**src/rtl/rf_write_arbiter_pkg.sv**
```systemverilog
// rtl/rf_write_arbiter_pkg.sv - shared state and grant encodings for the RF write arbiter
package rf_write_arbiter_pkg;

    localparam int DEF_DEPTH    = 4;
    localparam int DEF_MAX_WAIT = 8;

    typedef enum logic [1:0] {
        ST_IDLE     = 2'd0,
        ST_BUFFERED = 2'd1,
        ST_STARVED  = 2'd2
    } arb_state_t;

    typedef enum logic [1:0] {
        GRANT_NONE   = 2'd0,
        GRANT_WB     = 2'd1,
        GRANT_MD     = 2'd2,
        GRANT_BYPASS = 2'd3
    } grant_t;

endpackage

```
**src/rtl/rf_write_arbiter_fifo.sv**
```systemverilog
// rtl/rf_write_arbiter_fifo.sv - MD result FIFO with kill-by-address and dead-entry skipping
module rf_write_arbiter_fifo
    import rf_write_arbiter_pkg::*;
#(
    parameter int  DEPTH = DEF_DEPTH,
    localparam int PW    = $clog2(DEPTH),
    localparam int CW    = PW + 1
) (
    input  logic             i_clk,
    input  logic             i_rst,
    input  logic             i_push,
    input  logic [4:0]       i_push_addr,
    input  logic [31:0]      i_push_data,
    input  logic             i_pop_live,
    input  logic             i_kill_en,
    input  logic [4:0]       i_kill_addr,
    input  logic [4:0]       i_cmp_addr_a,
    input  logic [4:0]       i_cmp_addr_b,
    output logic             o_head_live,
    output logic [4:0]       o_head_addr,
    output logic [31:0]      o_head_data,
    output logic             o_can_push,
    output logic [CW-1:0]    o_live_after,
    output logic [DEPTH-1:0] o_match_a,
    output logic [DEPTH-1:0] o_match_b
);

    logic [DEPTH-1:0] r_valid;
    logic [4:0]       r_addr [DEPTH];
    logic [31:0]      r_data [DEPTH];
    logic [PW-1:0]    r_rd_ptr;
    logic [PW-1:0]    r_wr_ptr;
    logic [CW-1:0]    r_count;

    logic [PW-1:0]    w_idx;
    logic [PW-1:0]    w_head_idx;
    logic             w_found;
    logic [CW-1:0]    w_lead_dead;
    logic [CW-1:0]    w_live_cnt;
    logic [CW-1:0]    w_kill_cnt;
    logic [CW-1:0]    w_pop_live_cnt;
    logic [CW-1:0]    w_pop_cnt;

    // Walk occupied slots from the head: killed entries ahead of the first live
    // one are dropped this cycle regardless of whether the port is free.
    always_comb begin
        w_idx       = r_rd_ptr;
        w_head_idx  = r_rd_ptr;
        w_found     = 1'b0;
        w_lead_dead = '0;
        w_live_cnt  = '0;
        w_kill_cnt  = '0;
        o_match_a   = '0;
        o_match_b   = '0;
        for (int k = 0; k < DEPTH; k++) begin
            w_idx = r_rd_ptr + PW'(k);
            if (CW'(k) < r_count) begin
                if (r_valid[w_idx]) begin
                    w_live_cnt = w_live_cnt + CW'(1);
                    if (i_kill_en && (r_addr[w_idx] == i_kill_addr))
                        w_kill_cnt = w_kill_cnt + CW'(1);
                    if (r_addr[w_idx] == i_cmp_addr_a)
                        o_match_a[w_idx] = 1'b1;
                    if (r_addr[w_idx] == i_cmp_addr_b)
                        o_match_b[w_idx] = 1'b1;
                    if (!w_found) begin
                        w_found    = 1'b1;
                        w_head_idx = w_idx;
                    end
                end else if (!w_found) begin
                    w_lead_dead = w_lead_dead + CW'(1);
                end
            end
        end
    end

    assign w_pop_live_cnt = CW'(w_found & i_pop_live);
    assign w_pop_cnt      = w_lead_dead + w_pop_live_cnt;
    assign o_can_push     = (r_count - w_pop_cnt) != CW'(DEPTH);
    assign o_live_after   = w_live_cnt - w_kill_cnt - w_pop_live_cnt;
    assign o_head_live    = w_found;
    assign o_head_addr    = r_addr[w_head_idx];
    assign o_head_data    = r_data[w_head_idx];

    // The push write comes after the kill loop so a same-cycle arrival survives.
    always_ff @(posedge i_clk or posedge i_rst) begin
        if (i_rst) begin
            r_valid  <= '0;
            r_rd_ptr <= '0;
            r_wr_ptr <= '0;
            r_count  <= '0;
        end else begin
            for (int i = 0; i < DEPTH; i++) begin
                if (i_kill_en && (r_addr[i] == i_kill_addr))
                    r_valid[i] <= 1'b0;
            end
            if (i_push) begin
                r_valid[r_wr_ptr] <= 1'b1;
                r_wr_ptr          <= r_wr_ptr + PW'(1);
            end
            r_rd_ptr <= r_rd_ptr + PW'(w_pop_cnt);
            r_count  <= r_count - w_pop_cnt + CW'(i_push);
        end
    end

    always_ff @(posedge i_clk) begin
        if (i_push) begin
            r_addr[r_wr_ptr] <= i_push_addr;
            r_data[r_wr_ptr] <= i_push_data;
        end
    end

endmodule

```
**src/rtl/rf_write_arbiter.sv**
```systemverilog
// rtl/rf_write_arbiter.sv - shares the register-file write port between WB and the mul/div unit
module rf_write_arbiter
    import rf_write_arbiter_pkg::*;
#(
    parameter int  DEPTH    = DEF_DEPTH,
    parameter int  MAX_WAIT = DEF_MAX_WAIT,
    localparam int CW       = $clog2(DEPTH) + 1,
    localparam int AW       = $clog2(MAX_WAIT + 1)
) (
    input  logic        i_clk,
    input  logic        i_rst,
    input  logic        i_wb_write_en,
    input  logic [4:0]  i_wb_write_addr,
    input  logic [31:0] i_wb_write_data,
    input  logic        i_md_valid,
    input  logic [4:0]  i_md_write_addr,
    input  logic [31:0] i_md_write_data,
    output logic        o_md_ready,
    input  logic [4:0]  i_addr_1_id,
    input  logic [4:0]  i_addr_2_id,
    output logic        o_pending_raw,
    output logic        o_wb_stall,
    output logic        o_write_en,
    output logic [4:0]  o_write_addr,
    output logic [31:0] o_write_data
);

    arb_state_t       r_state;
    arb_state_t       w_state_next;
    logic [AW-1:0]    r_age;
    logic [AW-1:0]    w_age_next;
    grant_t           w_grant;
    logic             w_wb_act;
    logic             w_stall;
    logic             w_pop_live;
    logic             w_bypass;
    logic             w_push;
    logic             w_md_ready;
    logic             w_kill_head;
    logic             w_head_live;
    logic [4:0]       w_head_addr;
    logic [31:0]      w_head_data;
    logic             w_can_push;
    logic [CW-1:0]    w_live_after;
    logic [CW-1:0]    w_live_next;
    logic [DEPTH-1:0] w_match_a;
    logic [DEPTH-1:0] w_match_b;
    logic             w_hit_a;
    logic             w_hit_b;

    assign w_wb_act = i_wb_write_en && (i_wb_write_addr != 5'd0);

    always_comb begin
        w_grant    = GRANT_NONE;
        w_stall    = 1'b0;
        w_pop_live = 1'b0;
        w_bypass   = 1'b0;
        case (r_state)
            ST_IDLE: begin
                if (w_wb_act) begin
                    w_grant = GRANT_WB;
                end else if (i_md_valid) begin
                    w_bypass = 1'b1;
                    if (i_md_write_addr != 5'd0)
                        w_grant = GRANT_BYPASS;
                end
            end
            ST_BUFFERED: begin
                if (w_wb_act) begin
                    w_grant = GRANT_WB;
                end else if (w_head_live) begin
                    w_grant    = GRANT_MD;
                    w_pop_live = 1'b1;
                end
            end
            ST_STARVED: begin
                w_stall = 1'b1;
                if (w_head_live) begin
                    w_grant    = GRANT_MD;
                    w_pop_live = 1'b1;
                end
            end
            default: ;
        endcase
    end

    assign w_kill_head = (w_grant == GRANT_WB) && w_head_live && (w_head_addr == i_wb_write_addr);
    assign w_md_ready  = w_bypass || w_can_push;
    assign w_push      = i_md_valid && w_md_ready && !w_bypass && (i_md_write_addr != 5'd0);
    assign w_live_next = w_live_after + CW'(w_push);

    // Age only advances while a live head loses to WB; reaching the limit forces one stall cycle.
    always_comb begin
        w_state_next = (w_live_next != '0) ? ST_BUFFERED : ST_IDLE;
        w_age_next   = '0;
        if ((r_state == ST_BUFFERED) && (w_grant == GRANT_WB) && w_head_live && !w_kill_head) begin
            if (r_age >= AW'(MAX_WAIT - 1))
                w_state_next = ST_STARVED;
            else
                w_age_next = r_age + AW'(1);
        end
    end

    always_ff @(posedge i_clk or posedge i_rst) begin
        if (i_rst) begin
            r_state <= ST_IDLE;
            r_age   <= '0;
        end else begin
            r_state <= w_state_next;
            r_age   <= w_age_next;
        end
    end

    rf_write_arbiter_fifo #(.DEPTH(DEPTH)) u_fifo (
        .i_clk        (i_clk),
        .i_rst        (i_rst),
        .i_push       (w_push),
        .i_push_addr  (i_md_write_addr),
        .i_push_data  (i_md_write_data),
        .i_pop_live   (w_pop_live),
        .i_kill_en    (w_grant == GRANT_WB),
        .i_kill_addr  (i_wb_write_addr),
        .i_cmp_addr_a (i_addr_1_id),
        .i_cmp_addr_b (i_addr_2_id),
        .o_head_live  (w_head_live),
        .o_head_addr  (w_head_addr),
        .o_head_data  (w_head_data),
        .o_can_push   (w_can_push),
        .o_live_after (w_live_after),
        .o_match_a    (w_match_a),
        .o_match_b    (w_match_b)
    );

    assign w_hit_a = (i_addr_1_id != 5'd0) &&
                     ((|w_match_a) || (i_md_valid && (i_md_write_addr == i_addr_1_id)));
    assign w_hit_b = (i_addr_2_id != 5'd0) &&
                     ((|w_match_b) || (i_md_valid && (i_md_write_addr == i_addr_2_id)));

    always_comb begin
        o_write_en   = 1'b0;
        o_write_addr = 5'd0;
        o_write_data = 32'd0;
        case (w_grant)
            GRANT_WB: begin
                o_write_en   = 1'b1;
                o_write_addr = i_wb_write_addr;
                o_write_data = i_wb_write_data;
            end
            GRANT_MD: begin
                o_write_en   = 1'b1;
                o_write_addr = w_head_addr;
                o_write_data = w_head_data;
            end
            GRANT_BYPASS: begin
                o_write_en   = 1'b1;
                o_write_addr = i_md_write_addr;
                o_write_data = i_md_write_data;
            end
            default: ;
        endcase
        if (i_rst) begin
            o_write_en   = 1'b0;
            o_write_addr = 5'd0;
            o_write_data = 32'd0;
        end
    end

    assign o_md_ready    = !i_rst && w_md_ready;
    assign o_wb_stall    = !i_rst && w_stall;
    assign o_pending_raw = !i_rst && (w_hit_a || w_hit_b);

endmodule
```
**config.mk**
```make
export PLATFORM = sky130hd
export DESIGN_NAME = rf_write_arbiter
export DESIGN_NICKNAME = d
export VERILOG_FILES = /design/src/rtl/rf_write_arbiter_pkg.sv /design/src/rtl/rf_write_arbiter_fifo.sv /design/src/rtl/rf_write_arbiter.sv
export SDC_FILE = /design/constraint.sdc
export NUM_CORES = 1
export LEC_CHECK = 0
export ABC_CLOCK_PERIOD_IN_PS = 6700
export CAP_MARGIN = 40
export CORE_MARGIN = 5
export CORE_UTILIZATION = 47
export DETAILED_ROUTE_END_ITERATION = 12
export GPL_TIMING_DRIVEN = 0
export HOLD_SLACK_MARGIN = 0.1
export PLACE_DENSITY = 0.77
export SYNTH_ARGS = -nofsm -noshare
export SYNTH_HDL_FRONTEND = slang
export SYNTH_SLANG_ARGS = --single-unit
```
**constraint.sdc**
```tcl
create_clock -name i_clk -period 6.7 [get_ports i_clk]
set_input_delay 1.675 -clock i_clk [delete_from_list [all_inputs] [get_ports i_clk]]
set_output_delay 1.675 -clock i_clk [all_outputs]
set_load 0.01 [all_outputs]
```
==> reports/results.txt, run 1 <==
CP Buf/Inv Count -> 2
CTS Buf Count -> 17
Vias -> 7593
Antenna Violating Nets Remaining -> 0
Minimum clock period -> 6.50 ns
# H-tree levels -> 4
Yosys reg bits -> 165
Global-route wire length before repair -> 42.1 mm
Total power -> 0.00699 W
PwrDens -> 546 nW/um^2
GRT Util Overall -> 22.0%
Period utilization -> 96.9%
Filler cells -> 1687
Clk sinks -> 165
IO Count -> 129
Drt drc -> 0
Setup crit start kind -> primary input
Die Y -> 157 um
Antenna cells -> 0
Remaining Overflow, GRT -> 0
CTS Buffer Depth -> 2
Synth Net Count -> 966
Async S/R FF share, synth -> 10.3%
Area delta synth->final -> 26.1%
CTS clk-pin slew, worst paths -> 0.07 ns
Max Slew Vio Count -> 0
Data required time at the worst endpoint -> 7.01 ns
Netlist area before placement -> 10200 um^2
Row count -> 53
CTS tree -> built
CP Cell Sequence -> clkdlybuf4s15_2 > or4_4 > o21ai_4 > nor2_4 > nor2_4 > nand2_2 > nor4_4 > ha_1 > nand2_1 > o21a_1 > inv_1 > ha_1 > mux2_4 > ha_1 > mux2i_2 > fa_1 > ha_2 > xor2_1 > xnor2_1 > xnor2_1 > xnor3_1 > or3_4 > o21a_1
Classification of the worst setup path -> primary input to flip-flop
Max-cap violation count -> 0
Worst VDD drop -> 271 uV
Top cell by count, worst path -> ha_1
Final hold viol count -> 0
Layout cells sized above 1 -> 21.2%
CORE AREA -> 21200 um^2
Most frequent cells in the layout -> edfxtp_1, nand2_1, clkdlybuf4s50_1, a21oi_1, xnor2_1
NumNets Final -> 1130
Hold buffer count at cts -> 0
Synth warn -> 0
Main synth FF type -> edfxtp_1
Largest net degree at the start of global routing -> 28
Syn Area/Cell -> 12.0 um^2
Die area -> 24700 um^2
Post-synthesis cell type count -> 74
Post-Layout Cell Count -> 1296
Max transition margin -> 40.8%
RePlAce Congestion -> 0.937
Vias in the first global route -> 7639
Iter 0 DRT Violations -> 695
Slowest cell on crit path -> or4_4
Sequential share of the synthesized area -> 47.9%
Crit end category -> flip-flop
DR pass1 iterations -> 5
Clk Latency, worst-skew pair -> 0.42 ns
Avg WL per Cell -> 21.1 um
Port bufs -> 118
Hold Path Class -> flip-flop to flip-flop
Hpwl dp -> 19.1 mm
Clock Skews -> 0.0108 ns
Max FO, Critical Path -> 8
LEAKAGE -> 4.64 nW
Final wirelength -> 27.3 mm
Worst-Margin Slew -> 0.881 ns
Footprint of the multi-input gates -> 5130 um^2
Commonest non-fill, non-tap cell in the layout -> edfxtp_1
CP delay by family, top -> simple AND/OR/NAND/NOR gates
Achievable Freq -> 154 MHz
Initial core utilization -> 48.1%
CP arrival -> 6.81 ns
Final count of negative-setup-slack endpoints -> 0
Slack of the worst reg-to-reg path -> 0.27 ns
Final Core Density -> 60.6%
Cells after Synth -> 844
Initial antenna violation count -> 0
Placed Cells -> 1242
CP peak stage delay -> 0.62 ns
Die Wd -> 157 um
FF+latch area -> 4870 um^2
CTS root buffer -> clkbuf_16
Status -> finished, final reports clean
Vias per std cell -> 5.86
EDFF count, synth -> 148
## what timing repair did
action	CTS	global route
resized for setup	68	60
pin swaps	11	12
setup endpoints to repair	40	38
buffers inserted	12	11
## cell type report
| type | instances | area share, % |
|---|---|---|
| multi-input combinational | 600 | 40.0 |
| clock inverter | 14 | 1.02 |
| timing repair buffer | 146 | 11.2 |
| sequential | 165 | 38.0 |
| inverter | 26 | 0.810 |
| buffer | 52 | 2.91 |
| tap | 275 | 2.68 |
| clock buffer | 18 | 3.35 |
## worst reg2reg max path, delay by kind of cell, from the launching register on
kind | cells | cell delay, ns
AOI/OAI and AO/OA | 3 | 0.56
xor gates and xnor gates | 4 | 0.71
adders and majority gates | 7 | 1.92
DFF | 1 | 0.40
buffers and inverters | 6 | 0.58
and+or+nand+nor | 7 | 1.33
muxes | 3 | 0.83
## cells in the mapped netlist, drive strengths merged, types with 10 or more instances
| master | n | area (um^2) |
|---|---|---|
| a21oi | 74 | 370 |
| buf | 17 | 135 |
| xnor2 | 72 | 631 |
| nor2 | 56 | 210 |
| nor3 | 16 | 80.1 |
| nand3 | 10 | 55.1 |
| edfxtp | 148 | 4440 |
| mux4 | 55 | 1250 |
| xor2 | 33 | 289 |
| nand2 | 114 | 428 |
| dfrtp | 17 | 425 |
| nand4 | 11 | 83.8 |
| ha | 31 | 388 |
| mux2i | 15 | 150 |
| inv | 25 | 93.8 |
| clkbuf | 36 | 185 |
## per-layer routing
| layer | share of wire [%] | track usage, % | up-vias |
|---|---|---|---|
| met5 | 0 | 0 | - |
| met4 | 1.2 | 5.45 | 0 |
| met3 | 8.9 | 4.54 | 29 |
| met2 | 50 | 36.4 | 365 |
| met1 | 40 | 30.0 | 3741 |
| li1 | - | - | 3458 |
## stage by stage
step                setup TNS (ns)  worst slack [ns]  hold WS (ns)  cell area, um^2
global placement           -215.25             -1.37         0.459            11700
CTS                       -0.00603          -0.00543         0.475            12600
global route               -0.0158           -0.0158         0.487            12800
finish                           0             0.205         0.471            12800
detailed placement          -46.75             -1.44         0.473            11800
floorplan                        0            0.0202         0.440            10200
## where the power goes
part,total (W),switching (W),internal (W)
combinational,0.00452,0.00235,0.00217
sequential,0.00155,0.000137,0.00141
clock,0.000922,0.000407,0.000515
total,0.00699,0.00289,0.00410
## path summary, 6_finish.rpt
check / to / cells past startpoint / start
worst min register to register: r_age[2]$_DFF_PP0_ / 1 / r_age[3]$_DFF_PP0_
max in group asynchronous: u_fifo.r_rd_ptr[1]$_DFF_PP0_ / 2 / i_rst
worst max register to register: r_state[0]$_DFF_PP0_ / 30 / u_fifo.r_rd_ptr[0]$_DFF_PP0_
worst max-delay path: r_state[0]$_DFF_PP0_ / 23 / i_md_write_addr[4]
worst min-delay path: r_age[2]$_DFF_PP0_ / 1 / r_age[3]$_DFF_PP0_
min in group asynchronous: r_age[0]$_DFF_PP0_ / 2 / i_rst
## kinds of logic after synthesis
| family | synth area share (%) |
|---|---|
| AND/OR/NAND/NOR | 11.8 |
| flip-flops | 47.9 |
| AO/OA/AOI/OAI | 8.05 |
| XOR/XNOR | 9.27 |
| buffers and inverters | 4.11 |
| multiplexers | 14.4 |
| adder cells (fa/ha/maj) | 4.41 |
## flip-flops by register name, indices dropped and copies added (netlist names)
signal and cells:
u_fifo.r_wr_ptr 2, u_fifo.r_data 128, u_fifo.r_rd_ptr 2, u_fifo.r_addr 20
u_fifo.r_count 3, u_fifo.r_valid 4, r_age 4, r_state 2
(Power assumes the default switching activity.)
==> run 2: changes to the inputs <==
CORE_MARGIN = not set   (was 5)
SLEW_MARGIN = 20   (was not set)
==> reports/results.txt, run 2 (same netlist as run 1, synthesis figures left out) <==
HP Start -> r_age[0]$_DFF_PP0_
Crit end category -> primary output
Most frequent cells in the layout -> edfxtp_1, nand2_1, clkdlybuf4s50_1, a21oi_1, xnor2_1
Remaining Overflow, GRT -> 0
Classification of the worst setup path -> primary input to primary output
Max Slew Vio Count -> 0
Worst Setup SP -> i_wb_write_addr[3]
Clk Latency, worst-skew pair -> 0.43 ns
Data required time at the worst endpoint -> 5.03 ns
Max-cap violation count -> 0
CP peak stage delay -> 0.55 ns
CTS Buffer Depth -> 2
RePlAce Congestion -> 0.919
Final count of negative-setup-slack endpoints -> 0
LEAKAGE -> 4.62 nW
Top cell by count, worst path -> nor2_1
DR pass1 iterations -> 5
Vias -> 7766
Antenna cells -> 0
Max transition margin -> 41.4%
Largest regs -> u_fifo.r_data x128, u_fifo.r_addr x20
Pre-CTS setup slack -> -1.42 ns
CTS clk-pin slew, worst paths -> 0.06 ns
Internal -> 0.00410 W
Setup TNS -> 0 ns
Status -> finished, final reports clean
PnR worst setup slack -> 0.101 ns
GRT Util Overall -> 24.6%
IO Count -> 129
Area delta synth->final -> 25.7%
Initial antenna violation count -> 0
Die area -> 22200 um^2
Hpwl dp -> 18.3 mm
Iter 0 DRT Violations -> 646
Max FO, Critical Path -> 10
PwrDens -> 547 nW/um^2
Logic pwr share -> 64.6%
Commonest non-fill, non-tap cell in the layout -> edfxtp_1
CP arrival -> 4.92 ns
Hold buffer count at cts -> 0
Worst VDD drop -> 291 uV
Largest register FFs -> 128
Final hold viol count -> 0
Avg WL per Cell -> 20.7 um
Die Y -> 149 um
Filler cells -> 1673
Final wirelength -> 26.8 mm
Layout cells sized above 1 -> 20.3%
Clock Skews -> 0.0139 ns
Period utilization -> 98.5%
Slack of the worst reg-to-reg path -> 0.19 ns
Vias per std cell -> 5.98
Largest net degree at the start of global routing -> 27
Placed Cells -> 1241
Post-Layout Cell Count -> 1299
NumNets Final -> 1133
Worst-Margin Slew -> 0.873 ns
Biggest register -> u_fifo.r_data
FF+latch area -> 4870 um^2
Launch point of the worst reg-to-reg path -> u_fifo.r_rd_ptr[1]$_DFF_PP0_
CTS tree -> built
Sw power -> 0.00290 W
Antenna Violating Nets Remaining -> 0
Vias in the first global route -> 7603
Critical Path Sink -> o_write_data[12]
Power share of the clock group -> 13.3%
Footprint of the multi-input gates -> 5100 um^2
Row count -> 53
CTS Buf Count -> 17
CP Cell Sequence -> dlygate4sd2_1 > or4_4 > o21ai_4 > buf_6 > nand2_2 > nor2_1 > nor2_2 > buf_4 > nor3_4 > buf_12 > clkbuf_1 > a21oi_1 > nor2_1 > clkdlybuf4s50_1
Seq pwr share -> 22.2%
Minimum clock period -> 6.60 ns
Global-route wire length before repair -> 41.2 mm
Achievable Freq -> 152 MHz
Port bufs -> 118
Initial core utilization -> 48.2%
Die Wd -> 149 um
CORE AREA -> 21100 um^2
Drt drc -> 0
Reg2reg end -> r_state[0]$_DFF_PP0_
Slowest cell on crit path -> clkdlybuf4s50_1
Clk sinks -> 165
Reg2reg path depth -> 30
Sw frac -> 41.4%
Hold Path Class -> flip-flop to flip-flop
# H-tree levels -> 4
Setup crit start kind -> primary input
CTS root buffer -> clkbuf_16
run 2: cell count changes in the layout (fill, tap and decap cells not counted), moves of 3 or more:
cell	before	now
buf_2	9	6
buf_4	22	26
clkbuf_4	5	0
buf_6	9	6
clkbuf_1	15	19
clkbuf_2	12	20
run 2: power groups by stage:
stage          clock (W)  sequential (W)  combinational, W
6_report        0.000927         0.00155           0.00452
5_1_grt         0.000975         0.00157           0.00490
4_1_cts         0.000937         0.00154           0.00436
3_5_place_dp           0         0.00157           0.00415
3_3_place_gp           0         0.00157           0.00404
2_1_floorplan          0         0.00152           0.00311
run 2: through the flow:
stage	total power, W	hold WS [ns]	utilization, %	cell area (um^2)
floorplan	0.00463	0.440	-	10200
global placement	0.00561	0.459	55.4	11700
detailed placement	0.00572	0.460	55.9	11800
CTS	0.00684	0.468	59.5	12500
global route	0.00745	0.503	60.6	12800
finish	0.00700	0.478	60.6	12800
run 2: worst min path at each step:
stage,slack [ns],depth (start not counted),end
5_1_grt,0.50,1,r_age[0]$_DFF_PP0_
3_5_place_dp,0.46,1,r_age[0]$_DFF_PP0_
2_1_floorplan,0.44,1,r_age[0]$_DFF_PP0_
4_1_cts,0.47,1,r_age[0]$_DFF_PP0_
3_3_place_gp,0.46,1,r_age[0]$_DFF_PP0_
6_report,0.48,1,r_age[0]$_DFF_PP0_
run 2: repair_timing:
action	CTS	global route
resized for setup	51	44
setup endpoints to repair	40	36
endpoints found under the hold margin	0	0
cloned	0	0
pin swaps	12	18
buffers inserted	10	17
run 2: final cells by class:
| cell class | count | area share, % |
|---|---|---|
| inverter | 26 | 0.812 |
| clock inverter | 13 | 0.959 |
| tap | 275 | 2.69 |
| buffer | 52 | 2.69 |
| timing repair buffer | 149 | 11.5 |
| clock buffer | 19 | 3.39 |
| sequential | 165 | 38.1 |
| multi-input combinational | 600 | 39.9 |
run 2: per-layer routing:
| metal | global-route usage [%] | up-vias | wire length [um] |
|---|---|---|---|
| met5 | 0 | - | 0 |
| li1 | - | 3462 | - |
| met3 | 4.43 | 64 | 2320 |
| met1 | 32.5 | 3815 | 10600 |
| met2 | 40.9 | 425 | 13300 |
| met4 | 8.78 | 0 | 622 |
run 2: critical path, delay by kind of cell:
| family | cells | cell delay (ns) |
|---|---|---|
| simple gates | 6 | 1.23 |
| compound gates | 2 | 0.36 |
| buf+inv | 6 | 1.66 |
==> run 3: changes to the inputs <==
CTS_CLUSTER_SIZE = 16   (was not set)
==> results of run 3 <==
No change in the layout: final DEF, timing and power equal those of run 2.
